## src/rtl/uart_tx_parity.sv

```systemverilog
// rtl/uart_tx_parity.sv - UART transmitter: start, 8 data bits LSB first, optional parity, stop
//
// Purpose:
//   Serialises one byte per accepted request onto tx. The frame is a start bit (0),
//   eight data bits LSB first, an optional parity bit, and a stop bit (1). Each bit
//   lasts CLKS_PER_BIT clocks.
//
// Build option:
//   UART_TX_PARITY_EN - when defined, the PARITY state is included. The frame is
//   then 11 bits long, and PARITY_ODD selects even (0) or odd (1) parity. When the
//   macro is not defined, the frame is 8N1 (10 bits).
//
// Ports:
//   clk       in   system clock
//   rst_n     in   asynchronous active-low reset
//   tx_start  in   transmit request, accepted only while idle
//   tx_data   in   byte to send, captured when the request is accepted
//   tx        out  serial line, idle high, registered
//   tx_busy   out  high while a frame is in flight
//   tx_done   out  one-cycle pulse after the final stop-bit cycle

module uart_tx_parity #(
  parameter int CLKS_PER_BIT = 5208,
  parameter bit PARITY_ODD   = 1'b0
) (
  input  logic       clk,
  input  logic       rst_n,
  input  logic       tx_start,
  input  logic [7:0] tx_data,
  output logic       tx,
  output logic       tx_busy,
  output logic       tx_done
);

  localparam int            CW       = (CLKS_PER_BIT > 1) ? $clog2(CLKS_PER_BIT) : 1;
  localparam logic [CW-1:0] CNT_LAST = CW'(CLKS_PER_BIT - 1);

  typedef enum logic [2:0] {
    IDLE,
    START,
    DATA,
`ifdef UART_TX_PARITY_EN
    PARITY,
`endif
    STOP
  } state_t;

  state_t        state_q, state_d;
  logic [CW-1:0] cnt_q, cnt_d;
  logic [2:0]    idx_q, idx_d;
  logic [7:0]    shift_q, shift_d;
  logic          tx_q, tx_d;
  logic          busy_q, busy_d;
  logic          done_q, done_d;
  logic          bit_end;

`ifdef UART_TX_PARITY_EN
  logic          par_q, par_d;
`else
  logic          unused_parity_odd;
  assign unused_parity_odd = PARITY_ODD;
`endif

  always_ff @(posedge clk or negedge rst_n) begin
    if (!rst_n) begin
      state_q <= IDLE;
      cnt_q   <= '0;
      idx_q   <= '0;
      shift_q <= '0;
      tx_q    <= 1'b1;
      busy_q  <= 1'b0;
      done_q  <= 1'b0;
`ifdef UART_TX_PARITY_EN
      par_q   <= 1'b0;
`endif
    end else begin
      state_q <= state_d;
      cnt_q   <= cnt_d;
      idx_q   <= idx_d;
      shift_q <= shift_d;
      tx_q    <= tx_d;
      busy_q  <= busy_d;
      done_q  <= done_d;
`ifdef UART_TX_PARITY_EN
      par_q   <= par_d;
`endif
    end
  end

  // The next line level is computed together with the next state. This keeps
  // tx registered, and the line changes on the same edge as the state.
  always_comb begin
    state_d = state_q;
    cnt_d   = cnt_q;
    idx_d   = idx_q;
    shift_d = shift_q;
    tx_d    = tx_q;
    busy_d  = busy_q;
    done_d  = 1'b0;
`ifdef UART_TX_PARITY_EN
    par_d   = par_q;
`endif
    bit_end = (cnt_q == CNT_LAST);

    if (state_q != IDLE) begin
      cnt_d = bit_end ? '0 : cnt_q + CW'(1);
    end

    case (state_q)
      IDLE: begin
        tx_d   = 1'b1;
        busy_d = 1'b0;
        if (tx_start) begin
          state_d = START;
          cnt_d   = '0;
          idx_d   = '0;
          shift_d = tx_data;
`ifdef UART_TX_PARITY_EN
          par_d   = (^tx_data) ^ PARITY_ODD;
`endif
          tx_d    = 1'b0;
          busy_d  = 1'b1;
        end
      end
      START: begin
        if (bit_end) begin
          state_d = DATA;
          idx_d   = '0;
          tx_d    = shift_q[0];
        end
      end
      DATA: begin
        if (bit_end) begin
          shift_d = {1'b0, shift_q[7:1]};
          idx_d   = idx_q + 3'd1;
          if (idx_q == 3'd7) begin
`ifdef UART_TX_PARITY_EN
            state_d = PARITY;
            tx_d    = par_q;
`else
            state_d = STOP;
            tx_d    = 1'b1;
`endif
          end else begin
            tx_d = shift_q[1];
          end
        end
      end
`ifdef UART_TX_PARITY_EN
      PARITY: begin
        if (bit_end) begin
          state_d = STOP;
          tx_d    = 1'b1;
        end
      end
`endif
      STOP: begin
        if (bit_end) begin
          state_d = IDLE;
          tx_d    = 1'b1;
          busy_d  = 1'b0;
          done_d  = 1'b1;
        end
      end
      default: begin
        state_d = IDLE;
        tx_d    = 1'b1;
        busy_d  = 1'b0;
      end
    endcase
  end

  assign tx      = tx_q;
  assign tx_busy = busy_q;
  assign tx_done = done_q;

endmodule

```

## config.mk

```make
export PLATFORM = sky130hd
export DESIGN_NAME = uart_tx_parity
export DESIGN_NICKNAME = d
export VERILOG_FILES = /design/src/rtl/uart_tx_parity.sv
export SDC_FILE = /design/constraint.sdc
export NUM_CORES = 1
export LEC_CHECK = 0
export ABC_CLOCK_PERIOD_IN_PS = 2400
export CORE_AREA = 5 5 62 64
export CTS_BUF_LIST = sky130_fd_sc_hd__clkbuf_8
export DETAILED_ROUTE_END_ITERATION = 7
export DIE_AREA = 0 0 67 69
export GPL_TIMING_DRIVEN = 0
export HOLD_SLACK_MARGIN = 0.12
export PLACE_DENSITY_LB_ADDON = 0.05
export SYNTH_ARGS = -nofsm -noshare
export SYNTH_HDL_FRONTEND = slang
export SYNTH_SLANG_ARGS = --single-unit
```

## constraint.sdc

```tcl
create_clock -name clk -period 2.4 [get_ports clk]
set_input_delay 0.36 -clock clk [delete_from_list [all_inputs] [get_ports clk]]
set_output_delay 0.36 -clock clk [all_outputs]
set_load 0.005 [all_outputs]
```

# [Word level (Yosys, flattened, before mapping)]
# Index checks and enable logic that the tools add are counted.
[word_totals] output_inout_bits=3 ff_bits=30 wordCells=57
[op_classes] n_addsub=2 eq_ne=10 n_reduce_logical=10 n_bitwise=1 n_mux=27
[ops] op="13-bit 2-to-1 mux" n=4
[ops] op="3-bit 2-to-1 mux" n=7
[ops] op="8-bit 2-to-1 mux" n=2
[ops] op="8-bit case mux with 2 select lines" n=1
[ops] op="13-bit by 1-bit adder with 13-bit output (second input constant)" n=1
[ops] op="13-bit equality test (second input constant)" n=1
[ops] op="3-bit case mux with 4 select lines" n=1
[ops] op="2-bit != test (second input constant)" n=5
[ops] op="1-bit 2-to-1 mux" n=9
[ops] op="3-bit case mux with 3 select lines" n=1
[ops] op="3-bit by 2-bit equality test with 1-bit output (second input constant)" n=2
[ops] op="3-bit AND reduction" n=2
[ops] op="3-bit nonzero test" n=2
[ops] op="5-bit AND reduction" n=1
[ops] op="1-bit case mux with 4 select lines" n=1
[ops] op="4-bit AND reduction" n=1
[ops] op="3-bit by 1-bit adder with 3-bit output (second input constant)" n=1
[ops] op="3-bit by 1-bit equality test with 1-bit output (second input constant)" n=1
[ops] op="3-bit equality test (second input constant)" n=1
[ops] op="3-bit zero test" n=1
[ops] op="1-bit case mux with 3 select lines" n=1
[ops] op="2-bit AND reduction" n=1
[ops] op="2-bit nonzero test" n=1
[ops] op="2-bit OR reduction" n=1
[ops] op="1-bit NOT" n=1

# [Longest topological paths before layout]
# Gate-level depths: netlist of run 1.
[logic_depth] depth_word=5 ltp_mapped=7 depth_no_buf=6

# [Worst setup path after synthesis of run 1]
# Ideal clock, no wire load.
[synth_path] path_kind="register to register" from="register cnt_q[8]" to="register shift_q[0]" setup_time_ps=125 setup_slack_ps=82 stages_incl_launch_ff=7 arrival_time_ps=2193 path_cell_list="dfrtp_1 -> or4b_4 -> or3_1 -> buf_2 -> a211o_1 -> buf_6 -> mux2_4"
[synth_via] elab_chain_len=3
[synth_lines] element="start, declared" line="49" source="logic [CW-1:0] cnt_q, cnt_d;"
[synth_lines] element="start signal, assigned" line="78" source="cnt_q <= cnt_d;"
[synth_lines] element="13-bit equality test" line="103" source="bit_end = (cnt_q == CNT_LAST);"
[synth_lines] element="2-bit != test (no line)"
[synth_lines] element="3-bit AND reduction (no line)"
[synth_lines] element="end signal, assigned" line="80" source="shift_q <= shift_d;"
[synth_lines] element="end, declared" line="51" source="logic [7:0] shift_q, shift_d;"
# No other way between the ends.
# A chain may end at the register's enable or synchronous reset.

# [Worst setup path in the final report of run 1]
[layout_path] from="register cnt_q[3]" to="register shift_q[3]"
# Same word-level chain as after synthesis.

==> out/metrics.yaml, run 1 <==
die:
  num_rows: 21
  die_area_um2: 4620
  io_pins: 14
  die_y_um: 69
  fp.coreArea_um2: 3230
  die_w_um: 67
  start_util_pct: 51.4
yosys:
  synthAdderAreaFrac_pct: 6.03
  yosys-top-cells-area: "dfrtp_1, mux2_4, mux2_2, ha_1, nand2_1"
  syn_area_um2: 1660
  yosys.cell_types.count: 41
  avgSynthCellArea_um2: 10.3
  ys_warn_count: 0
  synth-xor-area-share_pct: 4.22
  synth_top_family_by_area: "simple AND/OR/NAND/NOR gates"
  netlist.top_cell.by_area: "dfrtp_1"
  synthDominantCellAreaShare_pct: 42.2
  yosys.area_share.simple_pct: 17.9
  syn_nets: 180
  synth_seq_cells: 29
  synth_mux_area_share_pct: 13.0
  synth_compound_area_share_pct: 10.9
  seq_area_frac_synth_pct: 43.8
  postSynthCellCount: 161
critical_path:
  cp.arrival_ps: 2520
  path_max_fanout: 8
  worstSetupPathType: "reg -> reg"
  crit_path_end_kind: "flop"
  required_ps: 2560
  cp-start-kind: "flop"
clock_network:
  cts-root-buf: "clkbuf_8"
  clockBufferDepth: 2
  cts_tree: "yes"
  cts_made_buffers: 5
  path_clk_slew_ps: 70
  cts-htree-levels: 2
  clock_sinks: 29
  insertion_delay_ps: 280
place:
  portBuffers: 13
  dp.cells: 220
  dpl_cell_area_um2: 1850
  place_hpwl_mm: 2.33
  gp_congestion: 0.753
timing:
  tightest_slew_ps: 667
  slew_violations: 0
  finClkSkew_ps: 9.96
  hold_ws_ps: 105
  fin_crit_sh_pct: 98.7
  rsz0062_at_grt: "false"
  hold_viol: 0
  fmax_mhz: 422
  relSlewSlack_pct: 55.5
  finalSetupViolCount: 0
  fin_crit_ps: 2370
power:
  ir_drop_uv: 628
  p_leak_uw: 0.000840
  power_density_nw_per_um2: 1130
global_routing:
  first_global_vias: 1369
  antenna_found_initial: 0
  grt_max_degree: 30
  grt_pass1_wl_mm: 6.00
  grt_overflow: 0
  track_usage_pct: 16.8
cells_and_area:
  fin_cells: 235
  fillers: 295
  drive_gt1_share_pct: 22.8
  final_common_cell: "dfrtp_1"
  multi_input_area_um2: 868
  final_nets: 207
  area_delta_synth_final_pct: 22.1
  seq_area_um2: 732
  design_area_um2: 2030
  most-common-layout-cells: "dfrtp_1, nand2_1, clkdlybuf4s50_1"
  antennaDiodeCount: 0
job:
  cap_violations: 0
detailed_routing:
  vias_per_cell: 5.38
  wire_per_inst_um: 14.5
  via_count: 1264
  drcViolationCount: 0
  drtAntennaViolNets: 0
  drtPass1Iterations: 4
  wirelength_mm: 3.41
  drt-initial-drc-count: 80
status:
  outcome: "finished clean"
min_path:
  hp-class: "in -> async"
-- power breakdown --
group,internal (uW),switching (uW),leakage (uW)
logic,545,451,0.000411
registers,652,122,0.000366
clock network,334,187,0.0000626
total,1530,760,0.000840
-- critical path, stage by stage, from the launching register on --
cell and delay [ps]:
dfrtp_2 430, or4bb_4 530, or3_1 390, buf_6 150, a211o_1 290, buf_6 150
mux2_4 300
-- final timing paths --
check / cells after the start / startpoint / end / slack [ps]
worst max-delay path: 6 / cnt_q[3]$_DFF_PN0_ / shift_q[3]$_DFFE_PN0P_ / 30
worst min-delay path: 1 / rst_n / cnt_q[9]$_DFF_PN0_ / 110
worst max register to register: 6 / cnt_q[3]$_DFF_PN0_ / shift_q[3]$_DFFE_PN0P_ / 30
worst min register to register: 1 / shift_q[7]$_DFFE_PN0P_ / shift_q[7]$_DFFE_PN0P_ / 480
max in group asynchronous: 1 / rst_n / cnt_q[7]$_DFF_PN0_ / 1810
min in group clk: 1 / shift_q[7]$_DFFE_PN0P_ / shift_q[7]$_DFFE_PN0P_ / 480
-- registers in the layout (all words and copies together) (netlist names) --
signal   count
cnt_q       13
shift_q      8
idx_q        3
state_q      2
tx           1
tx_busy      1
tx_done      1
-- logic make-up (layout without fill, tap and decap cells) --
family | count (synthesis) | in the layout
AOI/OAI and AO/OA | 28 | 28
adders and majority gates | 8 | 8
muxes | 17 | 17
buffers and inverters | 16 | 44
DFF | 29 | 29
xor gates and xnor gates | 8 | 8
and+or+nand+nor | 55 | 55
-- synthesized netlist by cell type --
master / number
dfrtp_1: 28
nand2_1: 19
o21ai_0: 11
inv_1: 10
mux2_2: 9
ha_1: 8
mux2_4: 7
nor3_1: 7
xnor2_1: 7
nand4_1: 5
nor2_1: 5
a21oi_1: 4
clkbuf_1: 4
nand3_1: 4
o221ai_1: 3
nand3b_1: 2
nand4b_1: 2
o31ai_1: 2
or3_1: 2
a211o_1: 1
a21boi_0: 1
a21o_2: 1
a31oi_1: 1
and2_1: 1
buf_2: 1
buf_6: 1
dfstp_2: 1
mux2i_1: 1
nand2b_1: 1
nor2b_1: 1
nor3_2: 1
nor4b_1: 1
o2111ai_1: 1
o21a_1: 1
o21bai_1: 1
o31a_1: 1
or2_2: 1
or4_1: 1
or4b_4: 1
or4bb_1: 1
xor2_1: 1
-- metrics by stage --
stage / setup WS (ps) / setup TNS (ps) / power (uW) / utilization, %
after global placement: -11.5 / -62.8 / 1720 / 57.2
final: 32.2 / 0 / 2290 / 62.7
after global routing: 6.67 / 0 / 2460 / 62.7
after floorplan: 82.3 / 0 / 1520 / -
after CTS: 15.8 / 0 / 2270 / 61.3
after detailed placement: -48.1 / -304 / 1740 / 57.2
-- what timing repair did --
action,in CTS,in global routing
setup endpoints to repair,7,7
cloned,0,0
buffers inserted,2,5
hold buffers,0,0
pin swaps,0,3
resized for setup,2,6
-- metal layers --
layer / global-route usage [%] / share of wire, %
met1: 19.0 / 43
met2: 28.8 / 52
met5: 0 / 0
met4: 5.63 / 0.62
met3: 5.68 / 4.3
-- layout make-up --
class                           count  share of cell area (%)
Clock buffer                        6                    4.07
Tap cell                           46                    2.84
Sequential cell                    29                    36.1
Timing Repair Buffer               20                    8.77
Inverter                           10                    1.85
Buffer                              6                    1.85
Multi-Input combinational cell    116                    42.8
Clock inverter                      2                    1.67
Power figures use the tool's default switching activity.
==> inputs of run 2 (changes only) <==
--- a/config.mk
+++ b/config.mk
@@ -5,14 +5,17 @@
 export SDC_FILE = /design/constraint.sdc
 export NUM_CORES = 1
 export LEC_CHECK = 0
+export ABC_AREA = 0
 export ABC_CLOCK_PERIOD_IN_PS = 2400
-export CORE_AREA = 5 5 62 64
+export CORE_AREA = 5 5 60 62
 export CTS_BUF_LIST = sky130_fd_sc_hd__clkbuf_8
 export DETAILED_ROUTE_END_ITERATION = 7
-export DIE_AREA = 0 0 67 69
+export DIE_AREA = 0 0 65 67
+export DONT_BUFFER_PORTS = 1
 export GPL_TIMING_DRIVEN = 0
 export HOLD_SLACK_MARGIN = 0.12
 export PLACE_DENSITY_LB_ADDON = 0.05
+export REMOVE_ABC_BUFFERS = 1
 export SYNTH_ARGS = -nofsm -noshare
 export SYNTH_HDL_FRONTEND = slang
 export SYNTH_SLANG_ARGS = --single-unit
==> out/metrics.yaml, run 2 (same netlist as run 1, synthesis figures left out) <==
timing:
  tightest_slew_ps: 740  # was 667 ps
  fin_crit_sh_pct: 97.7  # was 98.7%
  fin_crit_ps: 2350  # was 2370 ps
  fmax_mhz: 426  # was 422 MHz
  relSlewSlack_pct: 50.6  # was 55.5%
  finClkSkew_ps: 6.58  # was 9.96 ps
  slew_violations: 0  # unchanged
  rsz0062_at_grt: "false"  # unchanged
  finalSetupViolCount: 0  # unchanged
  hold_viol: 0  # unchanged
  final.setup.tns_ps: 0  # unchanged
cells_and_area:
  fin_cells: 198  # was 235
  regMostFlops: "cnt_q"  # unchanged
  drive_gt1_share_pct: 18.8  # was 22.8%
  antennaDiodeCount: 0  # unchanged
  most-common-layout-cells: "dfrtp_1, nand2_1, inv_1"  # was dfrtp_1, nand2_1, clkdlybuf4s50_1
  final_nets: 183  # was 207
  final_common_cell: "dfrtp_1"  # unchanged
  design_area_um2: 1800  # was 2030 um^2
  reg_top3: "cnt_q x13, shift_q x8, idx_q x3"  # unchanged
  area_delta_synth_final_pct: 8.67  # was 22.1%
  largest_reg_flops: 13  # unchanged
detailed_routing:
  wire_per_inst_um: 15.8  # was 14.5 um
  via_count: 1159  # was 1,264
  drt-initial-drc-count: 60  # was 80
  drcViolationCount: 0  # unchanged
  vias_per_cell: 5.85  # was 5.38
  wirelength_mm: 3.12  # was 3.41 mm
  drtPass1Iterations: 4  # unchanged
  drtAntennaViolNets: 0  # unchanged
place:
  portBuffers: 0  # was 13
  dp.cells: 188  # was 220
  gp_congestion: 0.779  # was 0.753
  dpl_cell_area_um2: 1670  # was 1850 um^2
  place_hpwl_mm: 2.06  # was 2.33 mm
global_routing:
  first_global_vias: 1213  # was 1,369
  grt_pass1_wl_mm: 5.64  # was 6.00 mm
  grt_max_degree: 30  # unchanged
  grt_overflow: 0  # unchanged
  track_usage_pct: 17.3  # was 16.8%
  antenna_found_initial: 0  # unchanged
min_path:
  hp-class: "in -> reg"  # was in -> async
die:
  die_w_um: 65  # was 67 um
  start_util_pct: 55.8  # was 51.4%
  die_area_um2: 4360  # was 4620 um^2
  fp.coreArea_um2: 2980  # was 3230 um^2
  die_y_um: 67  # was 69 um
  io_pins: 14  # unchanged
  num_rows: 20  # was 21
power:
  p_total_uw: 2060  # was 2290 uW
  p_leak_uw: 0.000749  # was 0.000840 uW
  power_density_nw_per_um2: 1140  # was 1130 nW/um^2
  ir_drop_uv: 667  # was 628 uV
status:
  outcome: "finished clean"  # unchanged
clock_network:
  cts_setup_buffers: 0  # was 2
  cts_tree: "yes"  # unchanged
  cts-htree-levels: 2  # unchanged
  insertion_delay_ps: 280  # about the same
  cts-root-buf: "clkbuf_8"  # unchanged
  clockBufferDepth: 2  # unchanged
  path_clk_slew_ps: 60  # was 70 ps
  clock_sinks: 29  # unchanged
  cts_made_buffers: 5  # unchanged
critical_path:
  cp-start-kind: "flop"  # unchanged
  crit_path_start: "cnt_q[8]$_DFF_PN0_"  # was cnt_q[3]$_DFF_PN0_
  rrSetupSlack_ps: 50  # was 30 ps
  setup.worst_path.end: "shift_q[5]$_DFFE_PN0P_"  # was shift_q[3]$_DFFE_PN0P_
  required_ps: 2560  # about the same
  rr_startpoint: "cnt_q[8]$_DFF_PN0_"  # was cnt_q[3]$_DFF_PN0_
  path_max_fanout: 8  # unchanged
  cp.arrival_ps: 2510  # was 2520 ps
  worstSetupPathType: "reg -> reg"  # unchanged
  rr_worst_depth: 4  # was 6
  crit_path_end_kind: "flop"  # unchanged
  r2r_end: "shift_q[5]$_DFFE_PN0P_"  # was shift_q[3]$_DFFE_PN0P_
job:
  cap_violations: 0  # unchanged
[run 2: through the flow]
stage	setup WS, ps	utilization (%)	hold WS, ps
finish	54.5	60.6	221
global route	6.03	60.6	228
CTS	60.7	60.5	222
detailed placement	-418	56.1	65.2
global placement	-381	56.1	65.1
floorplan	73.0	-	64.4
[run 2: what timing repair did]
| action | CTS | global route |
|---|---|---|
| pin swaps | 0 | 0 |
| endpoints found under the setup margin | 14 | 4 |
| hold buffers | 2 | 0 |
| hold endpoints to repair | 29 | 0 |
| gates resized for setup | 5 | 1 |
[run 2: power breakdown]
part           total (uW)  switching, uW  internal [uW]
Combinational         907            424            483
Sequential            779            129            649
Clock                 372            180            193
[run 2: worst min-delay path by stage]
stage	slack, ps	cells after the start	to	from
after floorplan	60	0	cnt_q[0]$_DFF_PN0_	rst_n
after global placement	70	0	cnt_q[9]$_DFF_PN0_	rst_n
after detailed placement	70	0	cnt_q[9]$_DFF_PN0_	rst_n
after CTS	220	2	tx_busy$_DFFE_PN0P_	tx_start
after global routing	230	2	tx_busy$_DFFE_PN0P_	tx_start
final	220	2	tx_busy$_DFFE_PN0P_	tx_start
[run 2: layout make-up]
| type | count | area [um^2] |
|---|---|---|
| flip-flops and latches | 29 | 727 |
| inverters | 10 | 37.5 |
| clock inverters | 3 | 11.3 |
| fillers | 279 | 1170 |
| well taps | 33 | 41.3 |
| repair buffers | 2 | 30.0 |
| clock buffers | 5 | 68.8 |
| multi-input cells | 116 | 888 |
[run 2: routing by layer]
layer	GRT usage, %	share of wire [%]	vias up
met5	0	0	-
met4	7.39	1.8	0
met3	5.56	3.8	6
met2	28.4	47	16
met1	20.7	47	560
li1	-	-	577
[run 2: worst max-delay path, cell delays in order, from the launching register on]
cell and delay, ps:
dfrtp_1 440, or4b_4 580, or3_4 450, a211o_4 430, mux2_4 310
==> inputs of run 3 (changes only) <==
--- a/config.mk
+++ b/config.mk
@@ -7,10 +7,11 @@
 export LEC_CHECK = 0
 export ABC_AREA = 0
 export ABC_CLOCK_PERIOD_IN_PS = 2400
-export CORE_AREA = 5 5 60 62
+export CORE_AREA = 5 5 67 69
 export CTS_BUF_LIST = sky130_fd_sc_hd__clkbuf_8
+export CTS_CLUSTER_DIAMETER = 80
 export DETAILED_ROUTE_END_ITERATION = 7
-export DIE_AREA = 0 0 65 67
+export DIE_AREA = 0 0 72 74
 export DONT_BUFFER_PORTS = 1
 export GPL_TIMING_DRIVEN = 0
 export HOLD_SLACK_MARGIN = 0.12
==> out/metrics.yaml, run 3 (same netlist as run 1, synthesis figures left out) <==
global_routing:
  use_met1_pct: 16.2  # was 20.7%
  met2_usage_pct: 24.0  # was 28.4%
  grt_max_degree: 30  # unchanged
  antenna_found_initial: 0  # unchanged
  grt_overflow: 0  # unchanged
  top_usage_layer: "met2"  # unchanged
  grt_util_met3_pct: 4.73  # was 5.56%
  first_global_vias: 1264  # was 1,213
  grt_pass1_wl_mm: 5.81  # was 5.64 mm
  track_usage_pct: 14.1  # was 17.3%
timing:
  fin_crit_sh_pct: 98.5  # was 97.7%
  tightest_slew_ps: 703  # was 740 ps
  fin_crit_ps: 2370  # was 2350 ps
  slew_violations: 0  # unchanged
  finClkSkew_ps: 1.42  # was 6.58 ps
  relSlewSlack_pct: 53.1  # was 50.6%
  rsz0062_at_grt: "false"  # unchanged
  hold_viol: 0  # unchanged
  final.setup.tns_ps: 0  # unchanged
  fmax_mhz: 423  # was 426 MHz
  finalSetupViolCount: 0  # unchanged
detailed_routing:
  drtAntennaViolNets: 0  # unchanged
  drt-initial-drc-count: 55  # was 60
  drcViolationCount: 0  # unchanged
  via_count: 1183  # was 1,159
  wire_per_inst_um: 15.3  # was 15.8 um
  vias_per_cell: 5.50  # was 5.85
  wirelength_mm: 3.29  # was 3.12 mm
  drtPass1Iterations: 4  # unchanged
power:
  seqPwrFrac_pct: 36.7  # was 37.8%
  clockPowerShare_pct: 20.4  # was 18.1%
  ir_drop_uv: 678  # was 667 uV
  power_density_nw_per_um2: 1150  # was 1140 nW/um^2
  power_frac_comb_pct: 42.9  # was 44.1%
  p_int_uw: 1390  # was 1320 uW
  switching_share_pct: 34.5  # was 35.6%
  power.switching_uw: 732  # was 733 uW
  p_leak_uw: 0.000767  # was 0.000749 uW
clock_network:
  insertion_delay_ps: 270  # was 280 ps
  cts_made_buffers: 5  # unchanged
  clock_sinks: 29  # unchanged
  cts_setup_buffers: 0  # unchanged
  clockBufferDepth: 2  # unchanged
  cts-root-buf: "clkbuf_8"  # unchanged
  path_clk_slew_ps: 60  # about the same
  cts-htree-levels: 2  # unchanged
  cts_tree: "yes"  # unchanged
cells_and_area:
  drive_gt1_share_pct: 21.2  # was 18.8%
  reg_top3: "cnt_q x13, shift_q x8, idx_q x3"  # unchanged
  area_delta_synth_final_pct: 11.7  # was 8.67%
  most-common-layout-cells: "dfrtp_1, nand2_1, o21ai_0"  # was dfrtp_1, nand2_1, inv_1
  design_area_um2: 1850  # was 1800 um^2
  regMostFlops: "cnt_q"  # unchanged
  largest_reg_flops: 13  # unchanged
  final_nets: 183  # unchanged
  final_common_cell: "dfrtp_1"  # unchanged
  antennaDiodeCount: 0  # unchanged
critical_path:
  cp-start-kind: "flop"  # unchanged
  path_max_fanout: 8  # unchanged
  crit_path_end_kind: "flop"  # unchanged
  worstSetupPathType: "reg -> reg"  # unchanged
  cp.arrival_ps: 2520  # was 2510 ps
  required_ps: 2560  # about the same
  rr_worst_depth: 4  # unchanged
die:
  start_util_pct: 43.1  # was 55.8%
  die_area_um2: 5330  # was 4360 um^2
  die_w_um: 72  # was 65 um
  num_rows: 23  # was 20
  io_pins: 14  # unchanged
  fp.coreArea_um2: 3860  # was 2980 um^2
  die_y_um: 74  # was 67 um
min_path:
  hp-class: "in -> reg"  # unchanged
  hold_depth: 2  # unchanged
status:
  outcome: "finished clean"  # unchanged
place:
  place_hpwl_mm: 2.28  # was 2.06 mm
  gp_congestion: 0.790  # was 0.779
  dpl_cell_area_um2: 1690  # was 1670 um^2
  portBuffers: 0  # unchanged
job:
  cap_violations: 0  # unchanged
run 3: changes by cell type in the layout (fill, tap and decap cells not counted):
cell / delta
inv_1: -3
dfrtp_1: -1
dfrtp_2: +1
nor3_4: +1
clkinv_2: +1
clkbuf_8: +2
nor3_2: -1
run 3: worst max-delay path: stages (launching register included):
cell     delay [ps]
dfrtp_1         460
or4b_4          580
or3_4           460
a211o_4         430
mux2_4          320
run 3: timing repair:
action | CTS | global route
hold buffers | 2 | 0
gates resized for setup | 5 | 3
setup endpoints to repair | 14 | 5
hold endpoints to repair | 29 | 0
run 3: cell type report:
class / instances / area, um^2
clock buffers: 7 / 96.3
clock inverters: 1 / 5.00
fillers: 377 / 2000
inverters: 10 / 37.5
multi-input cells: 116 / 895
flip-flops and latches: 29 / 728
well taps: 50 / 62.6
repair buffers: 2 / 30.0
run 3: metrics by stage:
step                      cells  total power [uW]  setup slack [ps]  utilization (%)  hold slack [ps]
after floorplan             155              1480              73.0                -             64.4
after global placement      205              1630              -466             43.9             65.3
after detailed placement    205              1660              -512             43.9             65.4
after CTS                   215              2160              50.7             47.8              225
after global routing        215              2280              3.36             48.1              226
final                       215              2130              35.0             48.1              234
run 3: power by group through the flow:
stage                     logic [uW]  clock network [uW]  registers, uW
after global placement           852                   0            778
after CTS                        923                 454            779
after floorplan                  730                   0            750
final                            912                 434            780
after detailed placement         873                   0            788
after global routing            1010                 476            797
run 3: path summary, 6_finish.rpt:
kind	start	end	slack (ps)
max in group asynchronous	rst_n	tx$_DFFE_PN1P_	1640
min	tx_start	tx_busy$_DFFE_PN0P_	230
max reg2reg	cnt_q[7]$_DFF_PN0_	shift_q[5]$_DFFE_PN0P_	30
min reg2reg	shift_q[7]$_DFFE_PN0P_	shift_q[7]$_DFFE_PN0P_	490
max	cnt_q[7]$_DFF_PN0_	shift_q[5]$_DFFE_PN0P_	30
min in group asynchronous	rst_n	cnt_q[9]$_DFF_PN0_	520
run 3: layer usage:
metal | part of all wire (%) | wire length, um
met5 | 0 | 0
met4 | 1.8 | 60
met3 | 3.1 | 103
met2 | 50 | 1660
met1 | 45 | 1480
